`src/rtl/tick_ctrl.sv`:
```
// rtl/tick_ctrl.sv - debounced run/pause controller with programmable tick generator
module tick_ctrl #(
    parameter int               CNT_W          = 26,
    parameter logic [CNT_W-1:0] DEFAULT_PERIOD = 26'd50000000,
    parameter int               DEB_W          = 20,
    parameter int               DEB_MAX        = 1000000
) (
    input  logic             clk,
    input  logic             rst,
    input  logic             btn_i,
    input  logic [CNT_W-1:0] period_i,
    input  logic             load_i,
    output logic             tick_o,
    output logic             run_o,
    output logic [CNT_W-1:0] cnt_o
);

    // Last debounce count before a differing level is accepted.
    localparam logic [DEB_W-1:0] DEB_LAST = DEB_W'(DEB_MAX - 1);

    typedef enum logic [1:0] {
        ST_IDLE   = 2'd0,
        ST_RUN    = 2'd1,
        ST_PAUSED = 2'd2
    } state_t;

    logic             btn_meta;
    logic             btn_s;
    logic             deb_lvl;
    logic             deb_d;
    logic [DEB_W-1:0] deb_cnt;
    logic             press;

    logic [CNT_W-1:0] period_reg;
    state_t           state;
    state_t           state_n;
    logic [CNT_W-1:0] cnt;
    logic [CNT_W-1:0] cnt_n;
    logic             tick_n;

    // Two-flop synchronizer bringing the raw button into the clk domain.
    always_ff @(posedge clk or negedge rst) begin
        if (!rst) begin
            btn_meta <= 1'b0;
            btn_s    <= 1'b0;
        end else begin
            btn_meta <= btn_i;
            btn_s    <= btn_meta;
        end
    end

    // Accept a new button level only after it differs for DEB_MAX consecutive cycles.
    always_ff @(posedge clk or negedge rst) begin
        if (!rst) begin
            deb_lvl <= 1'b0;
            deb_cnt <= '0;
        end else if (btn_s == deb_lvl) begin
            deb_cnt <= '0;
        end else if (deb_cnt == DEB_LAST) begin
            deb_lvl <= btn_s;
            deb_cnt <= '0;
        end else begin
            deb_cnt <= deb_cnt + DEB_W'(1);
        end
    end

    // Delayed debounced level for rising-edge detection.
    always_ff @(posedge clk or negedge rst) begin
        if (!rst) begin
            deb_d <= 1'b0;
        end else begin
            deb_d <= deb_lvl;
        end
    end

    // One-cycle press event on the debounced rising edge; release is ignored.
    assign press = deb_lvl & ~deb_d;

    // Period register, reloadable in any state.
    always_ff @(posedge clk or negedge rst) begin
        if (!rst) begin
            period_reg <= DEFAULT_PERIOD;
        end else if (load_i) begin
            period_reg <= period_i;
        end
    end

    // Next-state, counter and tick decode; a load overrides any press.
    always_comb begin
        state_n = state;
        cnt_n   = cnt;
        tick_n  = (state == ST_RUN) && (cnt == period_reg) && !load_i;
        if (load_i) begin
            state_n = ST_IDLE;
            cnt_n   = '0;
        end else begin
            unique case (state)
                ST_IDLE: begin
                    cnt_n = '0;
                    if (press) begin
                        state_n = ST_RUN;
                    end
                end
                ST_RUN: begin
                    // Terminal count still wraps even when a press pauses us.
                    if (cnt == period_reg) begin
                        cnt_n = '0;
                    end else begin
                        cnt_n = cnt + CNT_W'(1);
                    end
                    if (press) begin
                        state_n = ST_PAUSED;
                    end
                end
                ST_PAUSED: begin
                    if (press) begin
                        state_n = ST_RUN;
                    end
                end
                default: begin
                    state_n = ST_IDLE;
                    cnt_n   = '0;
                end
            endcase
        end
    end

    // State, counter and registered outputs; run_o tracks the state it is loaded with.
    always_ff @(posedge clk or negedge rst) begin
        if (!rst) begin
            state  <= ST_IDLE;
            cnt    <= '0;
            tick_o <= 1'b0;
            run_o  <= 1'b0;
        end else begin
            state  <= state_n;
            cnt    <= cnt_n;
            tick_o <= tick_n;
            run_o  <= (state_n == ST_RUN);
        end
    end

    assign cnt_o = cnt;

endmodule

```
`config.mk`:
```
export PLATFORM = sky130hd
export DESIGN_NAME = tick_ctrl
export DESIGN_NICKNAME = d
export VERILOG_FILES = /design/src/rtl/tick_ctrl.sv
export SDC_FILE = /design/constraint.sdc
export NUM_CORES = 1
export LEC_CHECK = 0
export CAP_MARGIN = 5
export CORE_ASPECT_RATIO = 1.75
export CORE_UTILIZATION = 25
export CTS_CLUSTER_SIZE = 16
export DETAILED_ROUTE_END_ITERATION = 16
export PLACE_DENSITY = 0.53
export RECOVER_POWER = 50
export SYNTH_ARGS = -nofsm -noshare
export SYNTH_HDL_FRONTEND = slang
export SYNTH_SLANG_ARGS = --single-unit
```
`constraint.sdc`:
```
create_clock -name clk -period 2.9 [get_ports clk]
set_input_delay 0.58 -clock clk [delete_from_list [all_inputs] [get_ports clk]]
set_output_delay 0.58 -clock clk [all_outputs]
set_load 0.01 [all_outputs]
```
==> flow_summary.ini, run 1 <==
[floorplan]
io_pins = 58
rows = 60
dieArea_um2 = 16300
start_util_pct = 25.6
die_w_um = 96.8
die_h_um = 168
fp.coreArea_um2 = 15400

[status]
violations = max-capacitance violations, max-slew violations
status = finished with violations

[global_route]
antenna_found_initial = 0
grtUsageTotal_pct = 12.8
grt_pass1_vias = 3077
grt_start_max_net_pins = 79
grt-ovfl-total = 0
grt_pass1_wl_um = 16200

[synth]
syn-cell-area_um2 = 3940
synthDistinctLibCells = 40
synth_compound_area_share_pct = 7.85
yosysSeqAreaShare_pct = 51.3
synth_xor_area_share_pct = 10.0
synthCells = 378
syn-num-nets = 410
synth_warnings = 0
synth_mux_area_share_pct = 8.30
syn_area_per_cell_um2 = 10.4
yosys.area_share.adder_pct = 0.636
yosys.area_share.simple_pct = 18.7
ys_ff_latch = 80
synth_top_family_by_area = simple AND/OR/NAND/NOR gates

[setup_path]
crit_chain = dlygate4sd3_1 -> clkbuf_1 -> nor2_1 -> buf_4 -> a221o_1
crit_type = primary input to flip-flop
worstSetupEndpointType = flip-flop
reg2reg_slack_ns = 0.44
max_stage_delay_ns = 0.82
crit_required_ns = 3.12
critical_path.max_fanout = 22
start_kind = primary input
reg2reg_to = cnt_o[24]
reg2reg_depth = 7
r2r_start = cnt_o[1]
cp_data_arrival_time_ns = 2.71
crit_slowest_cell = clkbuf_1

[worst_hold_path]
hold_path.class = flip-flop to flip-flop
min_from = btn_meta
hold_path_end = btn_s
whs_path_depth = 0

[clock_tree]
cts.sinks = 80
htreeDepth = 3
cts_made_buffers = 9
cts-resized-gates = 0
clock_latency_ns = 0.34
clockBufferDepth = 2
postCtsSetupBuffers = 0
hold_buffers = 0
cts.clk_slew.worst_paths_ns = 0.05
cts_tree = built
root_buffer = clkbuf_16

[sta]
finalCritPeriodShare_pct = 86.1
rsz0062_at_grt = false
finalHoldViolCount = 0
finalSetupTns_ns = 0
finClkSkew_ns = 0.00825
maxSlewViolCount = 79
tightest_slew_ns = 1.97
min_period_ns = 2.50
whs_ns = 0.347
fmax_ghz = 0.401
slew_headroom_pct = -31.5
finalSetupViolCount = 0

[flow_run]
maxCapViolations = 1

[power]
ir_drop_v = 0.000272
p_per_area_nw_per_um2 = 496
power.total_w = 0.00248
power_leakage_nw = 2.10

[route]
drt_iter0_markers = 128
avgViaCountPerCell = 4.80
drtPass1Iterations = 4
detail-route-antenna-nets = 0
drc = 0
wirelength_um = 9830
via_count = 3012
routedWlPerCell_um = 15.7

[layout]
syn_to_final_growth_pct = 26.9
design_area_um2 = 4990
layout_common_cells = 68 x dfrtp_1, 54 x clkdlybuf4s50_1, 37 x xor2_1
antenna_cells = 0
layout_commonest_cell = dfrtp_1
finalNetCount = 468
fill_cells = 1556
drive_gt1_share_pct = 15.2

[placement]
postPlaceCellArea_um2 = 4720
gp_congestion = 0.835
hpwl_um = 7410
io_buffers = 57
-- synthesized netlist by cell type --
library cell / instances / share of area, %
nor2_1: 35 / 3.3
o21a_1: 4 / 0.76
nand3b_1: 2 / 0.38
clkbuf_1: 9 / 0.86
a41oi_1: 2 / 0.45
or4_4: 1 / 0.29
nor3_2: 1 / 0.25
or2_2: 2 / 0.32
nand2_1: 22 / 2.1
nand2b_1: 4 / 0.64
buf_2: 5 / 0.64
nand4_2: 1 / 0.32
buf_1: 3 / 0.29
xnor2_1: 8 / 1.8
and3_1: 6 / 0.95
nand3_1: 27 / 3.4
o21ai_1: 1 / 0.13
a31oi_1: 2 / 0.32
a22o_1: 3 / 0.67
and2_1: 1 / 0.16
nor3b_1: 1 / 0.19
ha_1: 2 / 0.64
nor3_1: 7 / 0.89
a221o_1: 1 / 0.25
buf_4: 2 / 0.38
or2_1: 1 / 0.16
xor2_1: 37 / 8.2
nor4_1: 11 / 1.7
and4_1: 3 / 0.67
o311ai_0: 4 / 0.89
a21oi_1: 12 / 1.5
clkbuf_2: 1 / 0.13
mux2_2: 29 / 8.3
inv_1: 10 / 0.95
nand4_1: 10 / 1.6
dfstp_2: 12 / 8.0
o21ai_0: 15 / 1.9
or3_1: 8 / 1.3
dfrtp_1: 68 / 43
a21o_1: 5 / 0.95
-- critical path, delay by kind of cell --
family                 cells  cell delay, ns
AND/OR/NAND/NOR            1            0.11
AO/OA/AOI/OAI              1            0.36
buffers and inverters      3            1.66
-- power breakdown --
group          switching, W  leakage (nW)  total, W  internal, W
clock network      0.000431         0.146   0.00112     0.000686
logic             0.0000722         0.917  0.000159    0.0000866
registers         0.0000301          1.04   0.00120      0.00117
-- kinds of logic after synthesis --
family,after synthesis
buffers and inverters,30
multiplexers,29
XOR/XNOR,45
flip-flops,80
adder cells (fa/ha/maj),2
AO/OA/AOI/OAI,49
AND/OR/NAND/NOR,143
-- cell type report --
type	count	area (um^2)	area share, %
clock buffers	12	246	4.93
multi-input cells	268	1790	35.8
well taps	186	233	4.66
flip-flops and latches	80	2020	40.4
repair buffers	67	626	12.5
clock inverters	4	45.0	0.902
inverters	10	37.5	0.752
-- worst max-delay path by stage --
stage,startpoint,to,cells past startpoint
global placement,cnt_o[0],cnt_o[24],7
finish,load_i,cnt_o[20],5
CTS,cnt_o[0],cnt_o[24],7
global route,load_i,cnt_o[4],5
detailed placement,cnt_o[0],cnt_o[24],7
floorplan,cnt_o[0],cnt_o[24],7
-- layer usage --
layer	routed length, um	part of all wire (%)	vias to the layer above	GRT usage, %
li1	-	-	1451	-
met2	5460	56	58	23.3
met1	3740	38	1486	13.7
met4	328	3.3	0	6.68
met3	306	3.1	17	2.70
met5	0	0	-	0
-- through the flow --
stage | instances | utilization, % | setup WS [ns]
after global placement | 611 | 30.7 | 0.618
after CTS | 627 | 32.6 | 0.484
after floorplan | 378 | - | 0.799
final | 627 | 32.5 | 0.403
after detailed placement | 611 | 30.7 | 0.516
after global routing | 627 | 32.5 | 0.210
Note: power is estimated with default switching activity, not from simulation.
==> run 2: changes to the inputs <==
--- a/config.mk
+++ b/config.mk
@@ -10,6 +10,7 @@
 export CORE_UTILIZATION = 25
 export CTS_CLUSTER_SIZE = 16
 export DETAILED_ROUTE_END_ITERATION = 16
+export GPL_ROUTABILITY_DRIVEN = 1
 export PLACE_DENSITY = 0.53
 export RECOVER_POWER = 50
 export SYNTH_ARGS = -nofsm -noshare
==> results of run 2 <==
No change in the layout: final DEF, timing and power equal those of run 1.
